## src/rtl/core_config_pkg.sv

```systemverilog
// Shared core configuration: default widths, ALU command encoding and the alu1
// FSM/shifter enums.
package core_config_pkg;

    localparam int XLEN_DEF       = 32;
    localparam int REG_ADDR_W_DEF = 5;

    // Encodings 10..15 are unused and reported through i_error.
    typedef enum logic [3:0] {
        c_ADD  = 4'd0,
        c_SUB  = 4'd1,
        c_AND  = 4'd2,
        c_OR   = 4'd3,
        c_XOR  = 4'd4,
        c_SLL  = 4'd5,
        c_SRL  = 4'd6,
        c_SRA  = 4'd7,
        c_SLT  = 4'd8,
        c_SLTU = 4'd9
    } alu_commands_t;

    typedef enum logic [1:0] {
        IDLE  = 2'd0,
        SHIFT = 2'd1,
        DONE  = 2'd2
    } alu1_state_t;

    typedef enum logic [1:0] {
        SH_LL = 2'd0,
        SH_RL = 2'd1,
        SH_RA = 2'd2
    } shift_dir_t;

    function automatic logic is_shift(input alu_commands_t c);
        return c inside {c_SLL, c_SRL, c_SRA};
    endfunction

    function automatic logic is_supported(input alu_commands_t c);
        return c inside {c_ADD, c_SUB, c_AND, c_OR, c_XOR, c_SLL, c_SRL, c_SRA, c_SLT, c_SLTU};
    endfunction

endpackage

```

## src/rtl/alu1_shifter.sv

```systemverilog
// Iterative shifter: moves up to SHIFT_STEP bits per cycle until the remaining
// count is exhausted. data_next/last let the owner capture the final value early.
module alu1_shifter
    import core_config_pkg::*;
#(
    parameter int XLEN       = 32,
    parameter int SHIFT_STEP = 1
) (
    input  logic                     clk,
    input  logic                     rst,
    input  logic                     load,
    input  logic [XLEN-1:0]          data_in,
    input  logic [$clog2(XLEN)-1:0]  shamt,
    input  shift_dir_t               dir,
    output logic [XLEN-1:0]          data_next,
    output logic                     last,
    output logic                     done
);

    localparam int SW = $clog2(XLEN);
    localparam logic [SW:0] STEP = (SW+1)'(SHIFT_STEP);

    logic [XLEN-1:0] data;
    logic [SW-1:0]   remaining;
    shift_dir_t      dir_q;
    logic [SW:0]     step;

    always_comb begin
        step = ({1'b0, remaining} < STEP) ? {1'b0, remaining} : STEP;
        unique case (dir_q)
            SH_LL:   data_next = data << step;
            // The current MSB is still the original sign, so >>> fills correctly.
            SH_RA:   data_next = $unsigned($signed(data) >>> step);
            default: data_next = data >> step;
        endcase
    end

    assign done = (remaining == '0);
    assign last = !done && ({1'b0, remaining} <= STEP);

    always_ff @(posedge clk) begin
        if (rst) begin
            data      <= '0;
            remaining <= '0;
            dir_q     <= SH_LL;
        end else if (load) begin
            data      <= data_in;
            remaining <= shamt;
            dir_q     <= dir;
        end else if (!done) begin
            data      <= data_next;
            remaining <= remaining - step[SW-1:0];
        end
    end

endmodule

```

## src/rtl/alu1.sv

```systemverilog
// Parametrised integer ALU with iterative shifts; each result is held in DONE
// until commit acknowledges it with clear.
module alu1
    import core_config_pkg::*;
#(
    parameter int XLEN       = XLEN_DEF,
    parameter int REG_ADDR_W = REG_ADDR_W_DEF,
    parameter int SHIFT_STEP = 1
) (
    input  logic                  clk,
    input  logic                  rst,
    input  logic                  start,
    input  alu_commands_t         cmd,
    input  logic [XLEN-1:0]       arg0,
    input  logic [XLEN-1:0]       arg1,
    input  logic [REG_ADDR_W-1:0] i_rd,
    output logic                  busy,
    output logic                  valid,
    output logic [XLEN-1:0]       res,
    output logic [REG_ADDR_W-1:0] o_rd,
    output logic                  o_error,
    output logic                  i_error,
    input  logic                  clear
);

    localparam int SW = $clog2(XLEN);

    alu1_state_t     state, state_next;
    logic            accept, supported, shift_op, long_shift;
    logic [SW-1:0]   shamt;
    logic [XLEN:0]   alu_out;
    shift_dir_t      dir;
    logic [XLEN-1:0] sh_next;
    logic            sh_last, sh_done;

    assign supported  = is_supported(cmd);
    assign shift_op   = is_shift(cmd);
    assign shamt      = arg1[SW-1:0];
    assign accept     = (state == IDLE) && start && supported;
    assign long_shift = shift_op && (shamt != '0);

    always_comb begin
        alu_out = '0;
        dir     = SH_LL;
        unique case (cmd)
            c_ADD:  alu_out = {1'b0, arg0} + {1'b0, arg1};
            c_SUB:  alu_out = {1'b0, arg0} - {1'b0, arg1};
            c_AND:  alu_out = {1'b0, arg0 & arg1};
            c_OR:   alu_out = {1'b0, arg0 | arg1};
            c_XOR:  alu_out = {1'b0, arg0 ^ arg1};
            c_SLT:  alu_out = {{XLEN{1'b0}}, $signed(arg0) < $signed(arg1)};
            c_SLTU: alu_out = {{XLEN{1'b0}}, arg0 < arg1};
            // A zero-amount shift completes here with the source unchanged.
            c_SLL:  begin alu_out = {1'b0, arg0}; dir = SH_LL; end
            c_SRL:  begin alu_out = {1'b0, arg0}; dir = SH_RL; end
            c_SRA:  begin alu_out = {1'b0, arg0}; dir = SH_RA; end
            default: ;
        endcase
    end

    alu1_shifter #(
        .XLEN       (XLEN),
        .SHIFT_STEP (SHIFT_STEP)
    ) u_shifter (
        .clk       (clk),
        .rst       (rst),
        .load      (accept && long_shift),
        .data_in   (arg0),
        .shamt     (shamt),
        .dir       (dir),
        .data_next (sh_next),
        .last      (sh_last),
        .done      (sh_done)
    );

    always_comb begin
        state_next = state;
        unique case (state)
            IDLE:    if (accept) state_next = long_shift ? SHIFT : DONE;
            SHIFT:   if (sh_last || sh_done) state_next = DONE;
            DONE:    if (clear) state_next = IDLE;
            default: state_next = IDLE;
        endcase
    end

    always_ff @(posedge clk) begin
        if (rst) begin
            state   <= IDLE;
            res     <= '0;
            o_rd    <= '0;
            o_error <= 1'b0;
            i_error <= 1'b0;
        end else begin
            state   <= state_next;
            i_error <= (state == IDLE) && start && !supported;
            unique case (state)
                IDLE: if (accept) begin
                    o_rd <= i_rd;
                    if (!long_shift) begin
                        res     <= alu_out[XLEN-1:0];
                        o_error <= alu_out[XLEN];
                    end
                end
                SHIFT: if (sh_last || sh_done) res <= sh_next;
                DONE: if (clear) begin
                    res     <= '0;
                    o_rd    <= '0;
                    o_error <= 1'b0;
                end
                default: ;
            endcase
        end
    end

    assign busy  = (state != IDLE);
    assign valid = (state == DONE);

endmodule

```

## config.mk

```make
export PLATFORM = sky130hd
export DESIGN_NAME = alu1
export DESIGN_NICKNAME = d
export VERILOG_FILES = /design/src/rtl/core_config_pkg.sv /design/src/rtl/alu1_shifter.sv /design/src/rtl/alu1.sv
export SDC_FILE = /design/constraint.sdc
export NUM_CORES = 1
export LEC_CHECK = 0
export CAP_MARGIN = 15
export CORE_ASPECT_RATIO = 0.75
export CORE_MARGIN = 2
export CORE_UTILIZATION = 25
export CTS_BUF_LIST = sky130_fd_sc_hd__clkbuf_8
export CTS_CLUSTER_SIZE = 25
export DETAILED_ROUTE_END_ITERATION = 10
export DONT_BUFFER_PORTS = 1
export GPL_TIMING_DRIVEN = 0
export HOLD_SLACK_MARGIN = 0.06
export PLACE_DENSITY = 0.47
export RECOVER_POWER = 50
export SLEW_MARGIN = 20
export SYNTH_ARGS = -nofsm -noshare
export SYNTH_HDL_FRONTEND = slang
export SYNTH_SLANG_ARGS = --single-unit
```

## constraint.sdc

```tcl
create_clock -name clk -period 4.5 [get_ports clk]
set_clock_uncertainty 0.2 [all_clocks]
set_input_delay 0.9 -clock clk [delete_from_list [all_inputs] [get_ports clk]]
set_output_delay 0.9 -clock clk [all_outputs]
set_load 0.05 [all_outputs]
```

==> results.sh <==
export IMPL_grt_max_degree=15
export IMPL_seq_area_um2=1600
export IMPL_synthFlopType="dfxtp_1"
export IMPL_cp_max_fo=10
export IMPL_max_freq_ghz=0.229
export IMPL_crit_start="cmd[0]"
export IMPL_final_core_utilization=0.275
export IMPL_r2r_setup_slack_ns=0.26
export IMPL_endpoint_kind="flop"
export IMPL_synth_distinct_cells=78
export IMPL_slew_viol_final=0
export IMPL_io_buffer_count=0
export IMPL_cts_max_path_buffers=2
export IMPL_synth_area_top_cells="dfxtp_1, ha_1, a21oi_1, o21ai_0, nand2_1"
export IMPL_synth_edff_count=0
export IMPL_power_density_nw_per_um2=338
export IMPL_synth_top_area_cell="dfxtp_1"
export IMPL_route_detailed_drc=0
export IMPL_start_util=0.252
export IMPL_gp_congestion=0.990
export IMPL_syn_to_final_growth_pct=9.13
export IMPL_layout_drive_gt1_share=0.0482
export IMPL_clkTransAtPathRegs_ns=0.09
export IMPL_drtIter0Drc=1436
export IMPL_syn_nets=1596
export IMPL_core_rowCount=62
export IMPL_hpwl_um=40100
export IMPL_routed_wl_um=49700
export IMPL_synth_top_area_share=0.167
export IMPL_setup_ws_ns=0.133
export IMPL_antenna_cells=0
export IMPL_detail_route_vias_per_cell=5.80
export IMPL_firstDrtPassIters=5
export IMPL_yosysMostFrequentCell="a21oi_1"
export IMPL_ant_nets=0
export IMPL_gr_usage_all_layers=0.241
export IMPL_io_pins=118
export IMPL_yosys_top_cells_count="a21oi_1, nand2_1, nor2_1"
export IMPL_h_tree_depth=3
export IMPL_cts_resized_gates=0
export IMPL_antenna_found_initial=1
export IMPL_cts_inserted_buffers=9
export IMPL_fp_dieW_um=230
export IMPL_criticalPathCategory="input port to flop"
export IMPL_grt_pass1_wl_um=71000
export IMPL_rr_endpoint="res[9]"
export IMPL_num_fill_cells=4304
export IMPL_fp_dieArea_um2=40000
export IMPL_wl_per_cell_um=25.6
export IMPL_worst_pin_slew_ns=1.12
export IMPL_r2r_worst_path_cells=10
export IMPL_nets=1608
export IMPL_postCtsSetupRepairBufs=0
export IMPL_status="complete, no violations"
export IMPL_die_y_um=174
export IMPL_cp_endpoint="res[9]"
export IMPL_async_reset_ff_frac=0
export IMPL_yosysWarnings=0
export IMPL_startpoint_type="input port"
export IMPL_ys_ff_latch=80
export IMPL_grt_pass1_vias=10300
export IMPL_preCtsSetupSlack_ns=-0.294
export IMPL_cts_hold_buf=0
export IMPL_cts_root_buf="clkbuf_8"
export IMPL_avgSynthCellArea_um2=6.78
export IMPL_worstPathRequired_ns=4.55
export IMPL_cts_tree="done"
export IMPL_finalSetupViolCount=0
export IMPL_coreArea_um2=38000
export IMPL_hold_path_class="flop to flop"
export IMPL_dr_total_vias=11300
export IMPL_period_minus_slack_ns=4.37
export IMPL_hold_viol_final=0
export IMPL_leakage_nw=4.12
export IMPL_syn_inst=1414
export IMPL_overflow=0
export IMPL_multiInputGateArea_um2=7220
export IMPL_cts_sinks=80
export IMPL_slew_headroom=0.255
export IMPL_insertion_delay_ns=0.40
export IMPL_syn_cell_area_um2=9590
export IMPL_grt_setup_unrepaired="false"
export IMPL_arrival_ns=4.42
export IMPL_peakVddDrop_v=0.000185
export IMPL_period_share=0.971
export IMPL_drv_cap=0
export IMPL_r2r_start="state[0]"
export IMPL_ys_seq_area_frac=0.167
cells in the final DEF (no fill, tap or decap), types with 22 or more instances in the layout:
cell type	netlist	layout
a211oi_1	23	23
a21oi_1	186	187
a221oi_1	27	27
buf_2	22	22
clkbuf_1	63	63
dfxtp_1	80	80
ha_1	103	103
inv_1	95	96
mux2i_1	35	35
nand2_1	149	149
nand3_1	24	24
nor2_1	148	147
nor3_1	50	48
o21ai_0	121	121
through the flow:
step / instance area, um^2 / std cells / power [mW] / setup TNS [ns] / hold slack, ns
2_1_floorplan: 9590 / 1414 / 2.22 / 0 / 0.315
3_5_place_dp: 10200 / 1927 / 2.83 / -5.47 / 0.361
6_report: 10500 / 1943 / 3.54 / 0 / 0.380
3_3_place_gp: 10200 / 1926 / 2.82 / -4.03 / 0.350
5_1_grt: 10500 / 1943 / 3.71 / 0 / 0.406
4_1_cts: 10500 / 1943 / 3.48 / 0 / 0.375
layer usage:
layer / part of all wire / vias to the layer above / global-route usage
li1: - / 5126 / -
met1: 0.45 / 5402 / 0.350
met2: 0.41 / 664 / 0.339
met3: 0.12 / 71 / 0.0745
met4: 0.023 / 2 / 0.0618
met5: 0.00014 / - / 0
where the power goes:
group	total, mW	internal (mW)	switching (mW)
registers	1.14	0.809	0.332
clock network	0.649	0.314	0.336
logic	1.75	0.500	1.25
worst min-delay path by stage:
stage	to	slack, ns	start	cells past startpoint
floorplan	u_shifter.remaining[2]	0.31	u_shifter.remaining[2]	2
global placement	u_shifter.remaining[2]	0.35	u_shifter.remaining[2]	2
detailed placement	u_shifter.remaining[2]	0.36	u_shifter.remaining[2]	2
global route	u_shifter.data[8]	0.41	arg0[8]	2
finish	state[1]	0.38	state[1]	2
CTS	state[1]	0.38	state[1]	2
flip-flops by register name, summed over array words and instances, names as in the netlist:
register,flops
res,32
o_error,1
o_rd,5
u_shifter.dir_q,2
state,2
u_shifter.remaining,5
u_shifter.data,32
i_error,1
logic make-up after synthesis:
group	count (synthesis)	share of synthesized area
AO/OA/AOI/OAI	511	0.336
XOR/XNOR	15	0.0137
adder cells (fa/ha/maj)	105	0.139
buffers and inverters	193	0.0808
flip-flops	80	0.167
multiplexers	35	0.0365
AND/OR/NAND/NOR	475	0.228
worst max-delay path, stage by stage:
cell	delay, ns
buf_4	0.17
nor2_2	0.30
nor2_2	0.25
o21ai_1	0.47
nor2_1	0.20
nor3_2	0.52
clkbuf_1	0.66
o2111ai_1	0.25
a211oi_1	0.53
a2111oi_0	0.14
layout make-up:
type	count	share of cell area
flip-flops and latches	80	0.153
multi-input cells	1141	0.690
clock buffers	9	0.0118
repair buffers	1	0.000717
plain buffers	97	0.0396
well taps	512	0.0612
inverters	96	0.0344
clock inverters	7	0.00921
Note: power is estimated with default switching activity, not from simulation.
